### config.mk
export PLATFORM = sky130hd
export DESIGN_NAME = reg_exchange_responder
export DESIGN_NICKNAME = d
export VERILOG_FILES = /design/src/rtl/reg_exchange_responder.sv
export SDC_FILE = /design/constraint.sdc
export NUM_CORES = 1
export LEC_CHECK = 0
export ABC_CLOCK_PERIOD_IN_PS = 1700
export BUFFER_PORTS_ARGS = -buffer_cell sky130_fd_sc_hd__clkbuf_2
export CAP_MARGIN = 20
export CELL_PAD_IN_SITES_DETAIL_PLACEMENT = 1
export CELL_PAD_IN_SITES_GLOBAL_PLACEMENT = 2
export CORE_ASPECT_RATIO = 1.2
export CORE_MARGIN = 10
export CORE_UTILIZATION = 28
export CTS_CLUSTER_SIZE = 40
export DETAILED_ROUTE_END_ITERATION = 12
export PLACE_DENSITY = 0.86
export REMOVE_ABC_BUFFERS = 1
export SETUP_SLACK_MARGIN = 0.4
export SLEW_MARGIN = 20
export SYNTH_ARGS = -nofsm -noshare
export SYNTH_HDL_FRONTEND = slang
export SYNTH_SLANG_ARGS = --single-unit
export TNS_END_PERCENT = 50
### constraint.sdc
create_clock -name clk -period 1.7 [get_ports clk]
set_input_delay 0.085 -clock clk [delete_from_list [all_inputs] [get_ports clk]]
set_output_delay 0.085 -clock clk [all_outputs]
set_load 0.03 [all_outputs]
### src/rtl/reg_exchange_responder.sv
// Register-exchange responder: holds registers A and B and executes READ, LOAD_A, LOAD_B and SWAP
// commands over a valid/ready request channel, returning post-operation values on a response channel.
module reg_exchange_responder #(
   parameter int               WIDTH  = 8,
   parameter logic [WIDTH-1:0] A_INIT = WIDTH'(5),
   parameter logic [WIDTH-1:0] B_INIT = WIDTH'(10)
) (
   input  logic             clk,
   input  logic             rst_n,
   input  logic             req_valid,
   output logic             req_ready,
   input  logic [1:0]       req_op,
   input  logic [WIDTH-1:0] req_data,
   output logic             rsp_valid,
   input  logic             rsp_ready,
   output logic [WIDTH-1:0] rsp_a,
   output logic [WIDTH-1:0] rsp_b,
   output logic [WIDTH-1:0] reg_a,
   output logic [WIDTH-1:0] reg_b,
   output logic [7:0]       swap_count
);

   typedef enum logic [1:0] {
      IDLE = 2'd0,
      EXEC = 2'd1,
      RESP = 2'd2
   } state_t;

   typedef enum logic [1:0] {
      OP_READ   = 2'b00,
      OP_LOAD_A = 2'b01,
      OP_LOAD_B = 2'b10,
      OP_SWAP   = 2'b11
   } op_t;

   state_t           state;
   op_t              op_q;
   logic [WIDTH-1:0] data_q;

   always_ff @(posedge clk) begin
      if (!rst_n) begin
         state      <= IDLE;
         req_ready  <= 1'b1;
         rsp_valid  <= 1'b0;
         rsp_a      <= '0;
         rsp_b      <= '0;
         reg_a      <= A_INIT;
         reg_b      <= B_INIT;
         swap_count <= 8'd0;
         // NOTE: op_q/data_q are always written on acceptance before they are read, so they need no reset.
      end else begin
         case (state)
            IDLE: begin
               if (req_valid) begin
                  op_q      <= op_t'(req_op);
                  data_q    <= req_data;
                  req_ready <= 1'b0;
                  state     <= EXEC;
               end
            end

            EXEC: begin
               rsp_valid <= 1'b1;
               state     <= RESP;
               case (op_q)
                  OP_LOAD_A: begin
                     reg_a <= data_q;
                     rsp_a <= data_q;
                     rsp_b <= reg_b;
                  end
                  OP_LOAD_B: begin
                     reg_b <= data_q;
                     rsp_a <= reg_a;
                     rsp_b <= data_q;
                  end
                  OP_SWAP: begin
                     // NOTE: non-blocking assignments read pre-edge values, so this is a true exchange.
                     reg_a      <= reg_b;
                     reg_b      <= reg_a;
                     rsp_a      <= reg_b;
                     rsp_b      <= reg_a;
                     swap_count <= swap_count + 8'd1;
                  end
                  default: begin
                     rsp_a <= reg_a;
                     rsp_b <= reg_b;
                  end
               endcase
            end

            RESP: begin
               // Response values stay frozen until the initiator takes them.
               if (rsp_ready) begin
                  rsp_valid <= 1'b0;
                  req_ready <= 1'b1;
                  state     <= IDLE;
               end
            end

            default: begin
               rsp_valid <= 1'b0;
               req_ready <= 1'b1;
               state     <= IDLE;
            end
         endcase
      end
   end

endmodule

---- After elaboration in Yosys (flattened, before gate mapping) ----
Cells that the tools add are included.
storage, ports and cells
  register bits after elaboration ......... 54
  latch bits .............................. 0
  RAM bits ................................ 0
  memory bits (read-only) ................. 0
  input bits .............................. 14
  output and inout port bits .............. 42
  logic and storage cells ................. 36
  memories ................................ 0
cells by class
  $add $sub $neg .......................... 1
  $mul .................................... 0
  div/mod/pow operators ................... 0
  $lt $le $gt $ge ......................... 0
  equal/unequal tests ..................... 7
  shift operators ......................... 0
  muxes and demuxes ....................... 10
  bitwise logic cells ..................... 2
  reduce and logical (&&, ||, !) cells .... 6
operator list
  cell                 number
  $pmux 8 s2           2
  $add 8x1->8 const B  1
  $eq 2x2->1 const B   3
  $pmux 1 s3           2
  $pmux 2 s3           1
  $reduce_and 2->1     3
  $reduce_and 3->1     2
  $eq 2x1->1 const B   2
  $mux 2               2
  $ne 2x2->1 const B   2
  $mux 1               3
  $logic_not 2->1      1
  $not 1->1            2

---- Depth between registers and ports, before layout ----
  depth after elaboration ................. 3
  depth in mapped cells ................... 5
  depth with buffers taken out ............ 4

---- Least setup slack after synthesis ----
OpenSTA, ideal clock, no wires.
  path kind ............................... input to register
  start ................................... input rst_n
  end ..................................... register data_q[0] (enable)
  setup time .............................. 390 ps
  arrival ................................. 1412 ps
  required time ........................... 1310 ps
  slack ................................... -102 ps
  stages .................................. 4
  path buffers ............................ 2
  cell sequence ........................... buf_2 > clkinv_1 > buf_1 > nor3_1
between the ends
  longest elaborated chain between the ends .. 1
ends and longest elaborated chain
  item                        line  source
  start: declaration          9     input logic rst_n,
  $reduce_and 3->1 (no line)  --
  end signal: assignment      56    data_q <= req_data;
  end: declaration            38    logic [WIDTH-1:0] data_q;
No other way between the ends.
A chain may end at the register's enable or synchronous reset.

---- Worst setup path in the final report ----
  start ................................... register op_q[0]
  end ..................................... register rsp_a[0]
between the ends
  longest elaborated chain between the ends .. 2
  elaborated cells between the ends (all ways) .. 3
  classes of those cells .................. eq/ne: 2; mux: 1
ends and longest elaborated chain
  item                                             line  source
  start: declaration                               37    op_t op_q;
  start signal: assignment                         55    op_q <= op_t'(req_op);
  $eq 2x2->1 / $eq 2x1->1 (equally long branches)  65    case (op_q)
  $pmux 8 s2 *                                     --
  end signal: assignment                           68    rsp_a <= data_q;
  end signal: assignment                           73    rsp_a <= reg_a;
  end signal: assignment                           80    rsp_a <= reg_b;
  end: declaration                                 16    output logic [WIDTH-1:0] rsp_a,
Every way passes the cells marked *; elsewhere a longest branch is shown, timed or not.

==> results.ini <==
[final_layout]
final_common_cell = clkbuf_2
synthToLayoutAreaGrowth_pct = 36.4
antennaDiodeCount = 0
layout_common_cells = 55 x clkbuf_2, 28 x dfxtp_1, 19 x nor2_1
drive_gt1_frac = 0.399
nNetsFinal = 262
final_util = 0.392

[floorplanning]
fp.coreArea_mm2 = 0.00645
initial_core_util = 0.287
dieArea_mm2 = 0.0103
num_rows = 32
die_w_um = 94.3
die_y_um = 109
io-pin-count = 56

[run_status]
outcome = complete, no violations

[logic_synthesis]
ys_ff_latch = 42
syn_area_mm2 = 0.00185
synthArstFlopShare = 0
syn_area_per_cell_um2 = 10.2
synth_cell_types = 32
ys_seq_area_frac = 0.508
synthFlopType = dfxtp_1
postSynthCellCount = 181
yosysWarningCount = 0
synth_edf_count = 10

[cts]
cts_buffer_depth = 2
cts_tree = done
cts.clk_slew.worst_paths_ns = 0.09
clock_sink_count = 42
cts_root_buf = clkbuf_8
numCtsBuffers = 5
cts.htree.levels = 2
clk_latency_ns = 0.30

[route]
drtIter0Drc = 38
wl_met2_um = 2650
dr.pass1.iters = 2
vias = 1568
route.antenna.remaining_nets = 0
top_layer = met4
routed_via_density = 4.71
met1_length_um = 2270
drc_errors = 0
wl_met3_um = 344
wl_um = 5330
routedWlPerCell_um = 16.0

[timing]
finalSetupViolCount = 0
rsz0062_at_grt = yes
fin_crit_sh = 0.825
min_period_ns = 1.40
finalClockSkew_ns = 0.0107
slew_headroom = 0.790
worstMarginPinSlew_ns = 0.313
setup_slack_ns = 0.298
final_hold_viol_count = 0
slew_violations = 0
fmax_mhz = 713

[pwr]
p_int_uw = 1480
swShare = 0.293
power_leakage_uw = 0.00107
ir_drop_uv = 529
comb_power_share = 0.161
power.density_mw_per_mm2 = 830
clock_power_share = 0.310
p_seq_frac = 0.529
p_sw_uw = 614

[placement]
dp_hpwl_um = 3600
dpl_worst_slack_ns = 0.208
portBuffers = 55
gp_congestion = 0.749

[critical_path]
crit_slowest_cell = edfxtp_1
critPathKind = reg -> reg
start_kind = register
crit_buf_inv = 3
arrival_ns = 1.63
crit_top_cell = buf_6
max_stage_delay_ns = 0.51
cp-end-kind = register
reg2reg_slack_ns = 0.30
crit_chain = buf_6 -> buf_6 -> buf_6 -> a211o_1 -> a21oi_2
critical_path_peak_fanout = 7
cp_top_family = flip-flops
crit_required_ns = 1.93

[global_route]
grt_max_degree = 26
antenna_found_initial = 0
grt_pass1_wl_um = 8450
grt_use_total = 0.101
first_global_vias = 1683
overflow = 0

[run]
cap_violations = 0

[hold_path]
hp-class = in -> reg

## path summary, 6_finish.rpt
check / cells past startpoint / end / start
worst min-delay path: 4 / state[1] / rsp_ready
worst max-delay path: 5 / rsp_a[0] / op_q[0]
worst max register to register: 5 / rsp_a[0] / op_q[0]
worst min register to register: 2 / rsp_b[1] / rsp_b[1]
## layer usage
layer	global-route usage	up-vias
met5	0	-
met1	0.117	744
li1	-	780
met4	0.0315	0
met3	0.0406	6
met2	0.168	38
## cell usage after synthesis (all sizes together), types with 3 or more instances
cell type | n | share of area
dfxtp | 32 | 0.35
buf | 22 | 0.085
nor2 | 19 | 0.038
mux2i | 17 | 0.092
nand2 | 13 | 0.026
a211oi | 12 | 0.049
a21oi | 12 | 0.032
edfxtp | 10 | 0.16
a211o | 4 | 0.019
o211ai | 4 | 0.016
o31ai | 4 | 0.016
or4 | 4 | 0.016
inv | 3 | 0.0061
nand2b | 3 | 0.010
o21ai | 3 | 0.0081
## timing repair
action                                 4_1_cts  5_1_grt
cloned                                       1        1
pin swaps                                    1       10
setup buffers                                7        2
gates resized for setup                     12       20
setup endpoints to repair                   32       35
hold buffers                                10        0
endpoints found under the hold margin       10        0
## per-stage QoR
| stage | area [um^2] | hold slack (ns) | total power [uW] | cells | TNS (ns) |
|---|---|---|---|---|---|
| after CTS | 2420 | 0.0971 | 2110 | 330 | 0 |
| after detailed placement | 2120 | 0.265 | 1420 | 304 | 0 |
| after floorplan | 1690 | 0.161 | 1310 | 157 | -0.445 |
| after global routing | 2530 | 0.109 | 2200 | 333 | 0 |
| after global placement | 2120 | 0.262 | 1420 | 304 | 0 |
| final | 2530 | 0.102 | 2100 | 333 | 0 |
## power groups by stage
stage / clock, uW / sequential [uW] / combinational [uW]
CTS: 669 / 1110 / 329
global route: 711 / 1120 / 367
detailed placement: 0 / 1130 / 291
finish: 651 / 1110 / 337
global placement: 0 / 1130 / 286
floorplan: 0 / 1220 / 90.6
## cells by family after synthesis
kind of cell | after synthesis | synth area share
xor gates and xnor gates | 1 | 0.00473
muxes | 17 | 0.0918
DFF | 42 | 0.508
adders and majority gates | 1 | 0.00675
buffers and inverters | 28 | 0.0972
AOI/OAI and AO/OA | 40 | 0.146
and+or+nand+nor | 52 | 0.146
## tightest hold or removal path: stages
cell	delay [ns]
clkbuf_2	0.10
nor2_1	0.04
nand2_1	0.06
a21oi_1	0.06
## cell type report
type	count	area [um^2]
Fill cell	749	3920
Sequential cell	42	951
Inverter	4	15.0
Clock inverter	3	21.3
Clock buffer	5	68.8
Timing Repair Buffer	81	529
Multi-Input combinational cell	113	836
Tap cell	85	106
(Power assumes the default switching activity.)
